===== src/rtl/fetch_unit.sv =====
// Instruction fetch stage feeding the accumulator ALU: holds the PC, registers ROM words
// into the IR, takes PC-relative branches on relj and runs the Start/Done program handshake.
module fetch_unit #(
  parameter int             PC_W      = 10,
  parameter int             IW        = 9,
  parameter logic [IW-1:0]  HALT_CODE = 9'h100
) (
  input  logic            Clk,
  input  logic            Reset,
  input  logic            Start,
  input  logic [IW-1:0]   instr_i,
  input  logic            relj,
  input  logic [7:0]      rel_off,
  output logic [PC_W-1:0] instr_addr,
  output logic [IW-1:0]   mach_code,
  output logic            valid,
  output logic            Done
);

  typedef enum logic [1:0] {
    ST_IDLE,
    ST_RUN,
    ST_HALT
  } state_e;

  state_e          state_q, state_d;
  logic [PC_W-1:0] pc_q, pc_d;
  logic [PC_W-1:0] ir_pc_q, ir_pc_d;
  logic [IW-1:0]   ir_q, ir_d;
  logic            valid_q, valid_d;
  logic            done_q, done_d;

  logic [PC_W-1:0] rel_off_ext;
  logic [PC_W-1:0] branch_target;
  logic            ir_is_halt;

  // Offset is relative to the address of the word in IR, not the current PC; PC_W > 8.
  assign rel_off_ext   = {{(PC_W-8){rel_off[7]}}, rel_off};
  assign branch_target = ir_pc_q + rel_off_ext;
  assign ir_is_halt    = valid_q && (ir_q == HALT_CODE);

  always_comb begin
    // NOTE: every _d gets its hold value first so no path through the case infers a latch.
    state_d = state_q;
    pc_d    = pc_q;
    ir_pc_d = ir_pc_q;
    ir_d    = ir_q;
    valid_d = valid_q;
    done_d  = done_q;

    unique case (state_q)
      ST_IDLE: begin
        pc_d    = '0;
        ir_d    = '0;
        valid_d = 1'b0;
        done_d  = 1'b0;
        if (Start) state_d = ST_RUN;
      end

      ST_RUN: begin
        if (ir_is_halt) begin
          state_d = ST_HALT;
          done_d  = 1'b1;
          valid_d = 1'b0;
          ir_d    = '0;
        end else if (valid_q && relj) begin
          // Taken branch: drop the sequential fetch and insert one bubble.
          pc_d    = branch_target;
          ir_d    = '0;
          valid_d = 1'b0;
        end else begin
          ir_d    = instr_i;
          ir_pc_d = pc_q;
          valid_d = 1'b1;
          pc_d    = pc_q + PC_W'(1);
        end
      end

      ST_HALT: begin
        valid_d = 1'b0;
        ir_d    = '0;
        if (Start) begin
          state_d = ST_RUN;
          pc_d    = '0;
          done_d  = 1'b0;
        end
      end

      default: state_d = ST_IDLE;
    endcase
  end

  always_ff @(posedge Clk) begin
    // NOTE: non-blocking assignments so every flop samples the pre-edge value of the others.
    if (Reset) begin
      state_q <= ST_IDLE;
      pc_q    <= '0;
      ir_pc_q <= '0;
      ir_q    <= '0;
      valid_q <= 1'b0;
      done_q  <= 1'b0;
    end else begin
      state_q <= state_d;
      pc_q    <= pc_d;
      ir_pc_q <= ir_pc_d;
      ir_q    <= ir_d;
      valid_q <= valid_d;
      done_q  <= done_d;
    end
  end

  assign instr_addr = pc_q;
  assign mach_code  = ir_q;
  assign valid      = valid_q;
  assign Done       = done_q;

endmodule


===== config.mk =====
export PLATFORM = sky130hd
export DESIGN_NAME = fetch_unit
export DESIGN_NICKNAME = d
export VERILOG_FILES = /design/src/rtl/fetch_unit.sv
export SDC_FILE = /design/constraint.sdc
export NUM_CORES = 1
export LEC_CHECK = 0
export ABC_AREA = 0
export CAP_MARGIN = 5
export CORE_ASPECT_RATIO = 0.8
export CORE_MARGIN = 1.5
export CORE_UTILIZATION = 35
export CTS_BUF_LIST = sky130_fd_sc_hd__clkbuf_8
export CTS_CLUSTER_DIAMETER = 120
export DETAILED_ROUTE_END_ITERATION = 16
export PLACE_DENSITY = 0.71
export SYNTH_ARGS = -nofsm -noshare
export SYNTH_HDL_FRONTEND = slang
export SYNTH_SLANG_ARGS = --single-unit

===== constraint.sdc =====
create_clock -name Clk -period 4.1 [get_ports Clk]
set_input_delay 1.025 -clock Clk [delete_from_list [all_inputs] [get_ports Clk]]
set_output_delay 1.025 -clock Clk [all_outputs]
set_load 0.03 [all_outputs]

==> results of run 1 <==
-- routing by layer --
| layer | track usage (%) | routed length, µm | vias to the layer above | part of all wire [%] |
|---|---|---|---|---|
| li1 | - | - | 952 | - |
| met1 | 24.2 | 2430 | 888 | 48 |
| met3 | 4.64 | 329 | 7 | 6.6 |
| met2 | 26.8 | 2190 | 69 | 44 |
| met4 | 5.91 | 64 | 0 | 1.3 |
| met5 | 0 | 0 | - | 0 |
-- critical path, stage by stage --
cell and delay (ns):
clkdlybuf4s50_1 0.40, ha_1 0.36, and3_1 0.20, a211oi_1 0.48, o21ai_0 0.23, xnor2_1 0.16
o31ai_1 0.21
-- cell type report --
cell class                 count  share of cell area [%]
multi-input combinational    185                    47.6
clock buffer                   6                    3.30
tap                           62                    3.10
clock inverter                 2                    1.50
sequential                    33                    26.4
inverter                       9                    1.35
timing repair buffer          42                    16.7
-- worst max path at each step --
stage	from	endpoint	slack, ns
floorplan	rel_off[3]	instr_addr[7]	1.66
global placement	rel_off[3]	instr_addr[7]	1.07
detailed placement	rel_off[3]	instr_addr[7]	0.91
CTS	rel_off[3]	instr_addr[7]	1.20
global route	rel_off[3]	instr_addr[7]	1.14
finish	rel_off[3]	instr_addr[7]	1.23
-- kinds of logic (layout without fill, tap and decap cells) --
group                    after synthesis  count (layout)  synth area share [%]
buffers and inverters                 18              59                  3.96
flip-flops                            33              33                  34.3
AO/OA/AOI/OAI                         73              73                  26.0
adder cells (fa/ha/maj)               11              11                  7.53
AND/OR/NAND/NOR                       92              92                  24.1
multiplexers                           1               1                 0.519
XOR/XNOR                               8               8                  3.63
-- cell usage after synthesis (all sizes together), types with 4 or more instances --
cell and n:
a211oi 4, xnor2 6, a22oi 9, a21oi 26
clkbuf 6, nand4 5, and3 4, or3 4
nand2 31, o31ai 5, inv 9, ha 10
nand3 6, nor4 4, dfxtp 33, o21ai 9
nor2 20
-- sequential cells by signal (all words and copies together) (netlist names) --
register and cells:
instr_addr 10, ir_pc_q 10, mach_code 9, state_q 2, Done 1, valid 1
-- power breakdown --
group	internal [mW]	total, mW	switching (mW)	leakage [nW]
sequential	0.327	0.335	0.00815	0.267
clock	0.198	0.327	0.129	0.0574
combinational	0.0485	0.110	0.0611	0.545
-- stage by stage --
| step | std cells | hold slack [ns] | power [mW] | util (%) | setup WS, ns |
|---|---|---|---|---|---|
| finish | 339 | 0.465 | 0.771 | 48.6 | 1.23 |
| global placement | 331 | 0.446 | 0.451 | 46.2 | 1.07 |
| CTS | 339 | 0.465 | 0.774 | 48.6 | 1.20 |
| detailed placement | 331 | 0.454 | 0.452 | 46.2 | 0.905 |
| floorplan | 236 | 0.440 | 0.407 | - | 1.66 |
| global route | 339 | 0.493 | 0.802 | 48.6 | 1.14 |
==> run summary, run 1 <==
The number of buffers inserted for hold repair after clock tree synthesis came out at 0. The number of vias per cell is 5.65. Clock-pin slew was measured on the worst setup and hold paths at 0.07 ns. The fraction of layout instances using a drive strength above 1 came out at 5.78%.

The number of H-tree levels came out at 2. The count of antenna-violating nets left after detailed routing is 0. Measured in cells, the most critical reg-to-reg path has a length of 5.

Of the post-synthesis cell area, the dominant cell type holds 34.3%. 42 I/O pins were placed. The library cell used most frequently in the layout, excluding fill and tap cells, is clkdlybuf4s50_1. In this run the critical register-to-register path is launched from mach_code[2].

The die outline height came out at 69.4 µm. The maximum number of buffers from clock root to sink came out at 2. The filler cell count came out at 488.

The initial core utilization came out at 37.4%. Wires add up to 5010 µm. The endpoint identified for the worst register-to-register timing path is instr_addr[8]. The hold violation count in the final report was 0. The count of flip-flops with a built-in enable after synthesis came out at 0. The wire length of the first global-routing pass is 8360 µm. The clock arrives with 0.00430 ns of skew. The aggregate global-route resource usage came out at 17.6%. Once the clock tree was built, the resizer swapped 0 gates to a different size. The flip-flop and latch count after synthesis is 33. The sort of element at the start of the critical path is an input port. 0 antenna diodes ended up in the layout. The later pin in the worst-skew pair is clocked with a latency of 0.29 ns. In the final layout, the multi-input gates occupy 1190 µm². TritonCTS built the clock tree. dfxtp_1 takes more of the synthesized area than any other cell. The largest driver fanout on the critical path is 5. In the synthesized netlist the dominant register cell turns out to be dfxtp_1. By area the synthesized netlist is led by dfxtp_1 34%, a21oi_1 6.7%, ha_1 6.5%. IR analysis of the VDD net gives a maximum drop of 117 µV.

The element type at the critical path end is a flop. The die covers 5970 µm². The via count of the first global-routing pass is 1712.

The count of port buffers added during placement came out at 41. The cell depth of the worst min-delay path came out at 2. The number of buffers inserted during clock tree synthesis came out at 5.

The minimum setup slack among reg-to-reg paths is 1.89 ns. The number of remaining DRC errors is 0. The number of violations reported at the end of detailed-routing iteration 0 is 151. The initial antenna violation count came to 0.

The run finished with clean final reports. After synthesis the cells add up to 1930 µm². The maximum frequency from static timing analysis came out at 0.349 GHz. The arrival time reported for the critical path endpoint came out at 3.07 ns. The class of the most critical hold timing path is reg2reg. The detailed placer's ending HPWL came out at 3560 µm. In the finished design, the share of the clock period the worst path needs comes to 70.0%. The remaining max-slew budget at the tightest pin is 53.0%. The per-cell routed wire length is 14.8 µm. The net count of the finished layout is 308.

The number of pins with negative max-slew slack in the final report is 0. Setup repair after global routing left no endpoint under its margin. The count of endpoints failing setup in the final report came out at 0. The cell row count is 23. The synthesized area per cell came out at 8.17 µm².

The maximum number of pins on one net before global-route repair came out at 32. The post-route setup TNS is 0 ns. The clock period minus worst slack is 2.87 ns.

The register cell area after layout came out at 661 µm². For hold timing, the worst endpoint is ir_pc_q[7]. The share of synthesized flip-flops with an asynchronous set or reset came out at 0%.

In this run the most critical hold path is launched from ir_pc_q[7]. The critical path data required time came out at 4.30 ns. The first-pass iteration count of the detailed router came out at 5. The area growth from synthesis to layout is 29.7%. The design area came out at 2500 µm². The library cells used most frequently in the layout, excluding fill and tap cells, are 41 x clkdlybuf4s50_1, 33 x dfxtp_1, 31 x nand2_1, 26 x a21oi_1, 19 x nor2_1. The count of cell types in the netlist is 52.

The max capacitance violation total came out at 0. The power per cell area is 308 nW/µm². The final estimated routing congestion in global placement is 0.873. The number of cells produced by synthesis is 236. The core area came out at 5150 µm².

The type of the worst setup path is in2reg. The die boundary width came out at 86.0 µm. The sink count of the clock tree came out at 33. Of the synthesized area, sequential elements account for 34.3%. The worst-margin pin slew came out at 0.703 ns.

The global-route congestion overflow total came out at 0. The routed layout has 1916 vias. The leakage power came out at 0.869 nW. The warning count from the yosys run came out at 0. The area after detailed placement is 2380 µm². The net count after synthesis came out at 268. The buffers inserted during post-CTS setup optimization is 0.

The root buffer cell is clkbuf_8.
Note: power is estimated with default switching activity, not from simulation.
==> run 2, diff against run 1 <==
==> constraint.sdc (replaced) <==
create_clock -name Clk -period 2.7 [get_ports Clk]
set_input_delay 0.675 -clock Clk [delete_from_list [all_inputs] [get_ports Clk]]
set_output_delay 0.675 -clock Clk [all_outputs]
set_load 0.03 [all_outputs]
==> run 2 against run 1 <==
Compared with the run above:
- utilization up 1.1 points
- design area up 2.4%
- hold slack better by 0.0031 ns
- critical path depth up 2
- sequential share of layout area down 0.61 points
- critical path type unchanged
- highest routed layer unchanged
==> run summary, run 2 (synthesis results as in run 1) <==
The sum of buffers and inverters on the critical path is 2. The die boundary width came out at 86.0 µm. The largest driver fanout on the critical path came out at 3. Global routing used 17.0% of the available tracks. The relative area change from synthesis to final layout came out at 32.8%.

The wire length of the first global-routing pass is 8110 µm. The buffers inserted during post-CTS setup optimization is 0. The worst setup path is captured at a flop. The number of cells on the critical path is 9. The hold violation count in the final report was 0. The initial antenna violation count came to 0.

The via count of the first global-routing pass was 1717. The leakage power came out at 0.908 nW. The largest voltage drop on the vdd net is 244 µV. The final worst clock skew is 0.00832 ns. At the end of routability-driven placement, the weighted congestion stood at 0.827. The filler cell count came out at 481.

The library cell contributing the largest single delay on the critical path is clkdlybuf4s50_1. In this run the tool buffered the top-level ports with 41 buffer cells. The sort of element at the start of the critical path is an input port. The area after detailed placement came out at 2430 µm². Post-CTS repair changed the size of 0 cells. The cell row count is 23. Summed over all nets, the switching power comes to 0.299 mW. The area of the die came out at 5970 µm². The worst setup path is of the in2reg kind. The kind of cell with the highest combined delay along the critical path is adder cells.

The most common cell after layout, fill and taps aside is clkdlybuf4s50_1. The count of antenna-violating nets left after detailed routing is 0. TritonCTS built the clock tree.

The clock input transition at the sequential cells of the worst setup and hold paths is 0.07 ns. The number of buffers inserted during clock tree synthesis came out at 5. The final wirelength came out at 4990 µm. The die outline height came out at 69.4 µm.

The per-cell routed wire length is 14.5 µm. The count of endpoints failing setup in the final report is 0. The run finished with clean final reports. At the pin with the least slew margin, the transition time is 0.599 ns. No sink is reached through more buffers than the 2 on the longest clock path.

The post-route setup TNS is 0 ns. In the layout the commonest cells are 41 x clkdlybuf4s50_1, 33 x dfxtp_1, 31 x nand2_1, 26 x a21oi_1, 19 x nor2_1. The first-pass iteration count of the detailed router is 4. In this run the worst hold path is classified as reg2reg.

Cell internal power was estimated by the tool at 0.943 mW. The cell depth of the worst min-delay path is 2. The design area is 2560 µm². The detailed placer's ending HPWL came out at 3570 µm. Setup repair after global routing left no endpoint under its margin. The global-route congestion overflow total came out at 0. CTS placed an instance of clkbuf_8 at the clock tree root. The sequential share of power came out at 41.0%. The number of pins with negative max-slew slack in the final report came out at 0. The fraction of layout instances using a drive strength above 1 came out at 7.77%. The initial utilization of the core area, before any placement, comes to 37.4%.

For this run, design rule violations remaining after detail routing come to 0. Walking the worst path, the cells encountered are clkdlybuf4s50_1 > ha_1 > inv_1 > fa_1 > nor2b_1 > o2111ai_1 > a31o_2 > nand4_1 > o221ai_1. The count of nets after finishing is 314. The combinational fraction of design power is 14.0%. The count of antenna diodes in the layout came out at 0. Data on the critical path is required at its endpoint by 2.86 ns. The number of violations reported at the end of detailed-routing iteration 0 came out at 219. The H-tree generated during clock tree synthesis spans 2 levels.

Pin placement for this block handled 42 I/O pins. The remaining max-slew budget at the tightest pin came out at 59.5%. The number of buffers inserted for hold repair after clock tree synthesis is 0. The number of vias after detailed routing came out at 1870. After the flow finishes, the layout carries non-filler instances totaling 345.

The sink count of the clock tree came out at 33. The portion of the clock cycle consumed by the worst path in the final layout is 88.9%. In this run switching power makes up 24.1% of total power.

The core area came out at 5150 µm². The worst reg2reg path depth came out at 6. Entering global routing, the biggest net connects 32 pins. The tightest hold margin is 0.468 ns. Clock latency on the worst-skew pair, taken at its later pin, is 0.29 ns. For this run, the slowest stage of the critical path takes 0.46 ns. The fraction of power consumed by the clock network is 45.0%.

Based on the critical path, the design can be clocked at up to 0.417 GHz. The arrival time reported for the critical path endpoint is 2.56 ns. The clock period minus worst slack is 2.40 ns. After detailed routing, the number of vias per cell comes to 5.42.

Power spread over the standard cell area amounts to 485 nW/µm². Including well taps, the total number of placed cells is 337. The tool flagged a number of max-cap violations equal to 0.
## run 2: worst register-to-register path: stages (launching register included)
cell and delay [ns]:
dfxtp_1 0.35, or4_4 0.60, o31ai_4 0.43, nor2_4 0.16
buf_4 0.20, a22oi_1 0.20, nor2_1 0.06
## run 2: cell type report
type,instances,area [µm²],area share [%]
clock buffers,5,68.8,2.69
inverters,9,33.8,1.32
multi-input cells,185,1190,46.5
flip-flops and latches,33,661,25.8
clock inverters,3,65.1,2.54
well taps,62,77.6,3.03
repair buffers,48,463,18.1
## run 2: metal layers
metal	global-route usage, %	vias up	share of wire (%)
met3	4.29	5	4.7
met2	25.4	53	42
met1	24.3	847	52
met4	4.84	0	0.88
met5	0	-	0
li1	-	965	-
## run 2: metrics by stage
step / power [mW] / util [%] / setup WS, ns
final: 1.24 / 49.7 / 0.300
after global placement: 0.692 / 47.1 / 0.0307
after global routing: 1.29 / 49.7 / 0.136
after CTS: 1.25 / 49.7 / 0.317
after floorplan: 0.618 / - / 0.606
after detailed placement: 0.692 / 47.1 / 0.0134
## run 2: worst paths after layout
kind	start	endpoint	slack [ns]
setup / recovery	rel_off[0]	instr_addr[8]	0.30
hold / removal	ir_pc_q[5]	ir_pc_q[5]	0.47
setup reg to reg	mach_code[2]	mach_code[8]	0.60
hold reg to reg	ir_pc_q[5]	ir_pc_q[5]	0.47
## run 2: power groups by stage
| stage | clock, mW | combinational [mW] | sequential (mW) |
|---|---|---|---|
| after floorplan | 0 | 0.0847 | 0.533 |
| after global placement | 0 | 0.172 | 0.520 |
| after detailed placement | 0 | 0.172 | 0.520 |
| after CTS | 0.569 | 0.174 | 0.509 |
| after global routing | 0.590 | 0.188 | 0.511 |
| final | 0.558 | 0.174 | 0.509 |
==> run 3, diff against run 2 <==
--- a/config.mk
+++ b/config.mk
@@ -9,11 +9,11 @@
 export CAP_MARGIN = 5
 export CORE_ASPECT_RATIO = 0.8
 export CORE_MARGIN = 1.5
-export CORE_UTILIZATION = 35
+export CORE_UTILIZATION = 52
 export CTS_BUF_LIST = sky130_fd_sc_hd__clkbuf_8
 export CTS_CLUSTER_DIAMETER = 120
 export DETAILED_ROUTE_END_ITERATION = 16
-export PLACE_DENSITY = 0.71
+export PLACE_DENSITY = 0.81
 export SYNTH_ARGS = -nofsm -noshare
 export SYNTH_HDL_FRONTEND = slang
 export SYNTH_SLANG_ARGS = --single-unit
==> run 3 against run 2 <==
Compared with the run above:
- register-to-register slack got worse by 0.07 ns
- clock skew decreased by 0.0063 ns
- combinational power about the same
- power decreased by 16%
- via count increased by 2.8%
- sequential power about the same
- hold slack got worse by 0.0081 ns
- first-iteration DRC count decreased by 13%
- non-clock buffer count increased by 1
- count of clock-buffer cells in the layout unchanged
- maximum frequency decreased by 1.3%
- sequential cell count unchanged
==> run summary, run 3 (synthesis results as in run 1) <==
The number of buffers inserted during clock tree synthesis came out at 5. The number of remaining DRC errors is 0. The hold violation count in the final report came out at 0. From synthesis to final layout, the design area changed by 29.2%.

In the layout the commonest cells are 41 x clkdlybuf4s50_1, 33 x dfxtp_1, 31 x nand2_1, 26 x a21oi_1, 19 x nor2_1. The aggregate global-route resource usage is 25.9%. The most common cell after layout, fill and taps aside is clkdlybuf4s50_1. The filler cell count is 296.

Across the VDD grid, the largest voltage drop is 410 µV. At the worst endpoint, the required time is 2.87 ns. Dividing the detail-routed via count by the number of cells gives 5.90.

The core occupancy in the finished layout came out at 71.3%. The sequential share of power came out at 48.9%. The number of pins with negative max-slew slack in the final report was 0. The flow ran to the end, and the final reports show no timing, DRC or antenna violations. The worst-margin pin slew is 0.693 ns. The floorplan step defined a die boundary enclosing 4080 µm².

At the end of the flow, the number of nets in the layout was 315. The total internal power is 0.752 mW. The count of cells resized by post-cts repair came out at 0. The maximum number of buffers from clock root to sink is 2. The final worst clock skew came out at 0.00198 ns. The initial antenna violation count was 0. The final wirelength came out at 4940 µm.

The tightest min-delay check is of the reg2reg type. The remaining max-slew budget at the tightest pin is 53.1%. STA classifies the critical path endpoint as a flop. In the final layout, the share of cells above drive strength 1 is 7.75%. The count of port buffers added during placement came out at 41. Setup repair after global routing left no endpoint under its margin. The congestion estimate from routability-driven global placement came to 0.860. CTS built an H-tree with a depth of 2. The number of vias after detailed routing came out at 1923.

The core area came out at 3490 µm². The net switching power figure came out at 0.290 mW. The arrival time reported for the critical path endpoint is 2.60 ns. In the final routed layout, each cell accounts on average for 15.2 µm. The fraction of power consumed by the clock network is 34.4%.

For this design, the CTS-stage hold fixing added 0 buffers. The first routing iteration left 190 violations. The maximum frequency from static timing analysis came out at 0.411 GHz. The clock latency on the worst-skew pair is 0.29 ns. The count of antenna diodes in the layout came out at 0. The power per cell area came out at 418 nW/µm².

The count of endpoints failing setup in the final report is 0. The initial core utilization is 55.2%. The worst setup path is of the in2reg kind. The combinational fraction of design power came out at 16.7%. In this run the remaining antenna-violating nets after routing total 0.

The max capacitance violation total is 0. Measured along the y axis, the die boundary spans 57.5 µm. The largest driver fanout on the critical path came out at 3.

The floorplan has 19 rows. The cell sitting at the root of the clock tree is a clkbuf_8. The number of top-level pins is 42.

After clock tree synthesis, the clock-pin slew on the worst setup and hold paths is 0.07 ns. In this run the static leakage power is 0.894 nW. In this run the horizontal extent of the chip is 71.1 µm. The via count of the first global-routing pass is 1716.

Counting every sink on the clock net gives 33. The wire length of the first global-routing pass is 8170 µm. Summed over all failing endpoints, the final setup total negative slack is 0 ns. The clock period minus worst slack is 2.43 ns.

The detailed placer's ending HPWL came out at 3680 µm. The buffers inserted during post-CTS setup optimization is 0. The CTS tree is done. The maximum number of pins on one net before global-route repair is 17. The switching power as a share of total power is 27.9%.

The worst setup path is launched from an input port. The first-pass iteration count of the detailed router came out at 4. After layout, the worst path uses 90.0% of the clock period. The global-route congestion overflow total came out at 0.
## run 3: path summary, 6_finish.rpt
check                   to  cells after the start    startpoint  slack [ns]
max          instr_addr[8]                      9    rel_off[0]        0.27
min             ir_pc_q[3]                      2    ir_pc_q[3]        0.46
max reg2reg  instr_addr[8]                      5  mach_code[2]        0.53
min reg2reg     ir_pc_q[3]                      2    ir_pc_q[3]        0.46
## run 3: routing by layer
layer  part of all wire [%]  GRT usage, %  up-vias
li1                       -             -      968
met5                      0             0        -
met4                    1.3          8.63        0
met3                    6.9          7.24       10
met2                     43          37.2       63
met1                     49          37.3      882
## run 3: critical path: stages
cell,delay [ns]
clkdlybuf4s50_1,0.46
ha_1,0.16
inv_1,0.05
fa_1,0.41
nor2b_1,0.16
o2111ai_1,0.21
a31o_2,0.27
nand4_1,0.09
o221ai_1,0.11
## run 3: per-stage QoR
step,cells,cell area (µm²),worst slack (ns),total power [mW],hold WS (ns)
final,326,2490,0.269,1.04,0.460
after global routing,326,2490,0.199,1.08,0.494
after CTS,326,2490,0.292,1.05,0.461
after detailed placement,318,2410,-0.00928,0.693,0.451
after global placement,318,2410,0.0391,0.691,0.448
after floorplan,236,1930,0.606,0.618,0.440
## run 3: cell type report
class | instances | area, µm² | share of cell area [%]
Multi-Input combinational cell | 185 | 1190 | 47.8
Sequential cell | 33 | 661 | 26.5
Timing Repair Buffer | 49 | 470 | 18.9
Clock buffer | 5 | 68.8 | 2.76
Tap cell | 42 | 52.6 | 2.11
Inverter | 9 | 33.8 | 1.36
Clock inverter | 3 | 13.8 | 0.552
## run 3: power groups by stage
stage	combinational, mW	sequential (mW)	clock (mW)
after CTS	0.174	0.509	0.365
after global routing	0.188	0.511	0.383
after floorplan	0.0847	0.533	0
after global placement	0.171	0.520	0
after detailed placement	0.173	0.520	0
final	0.174	0.509	0.359
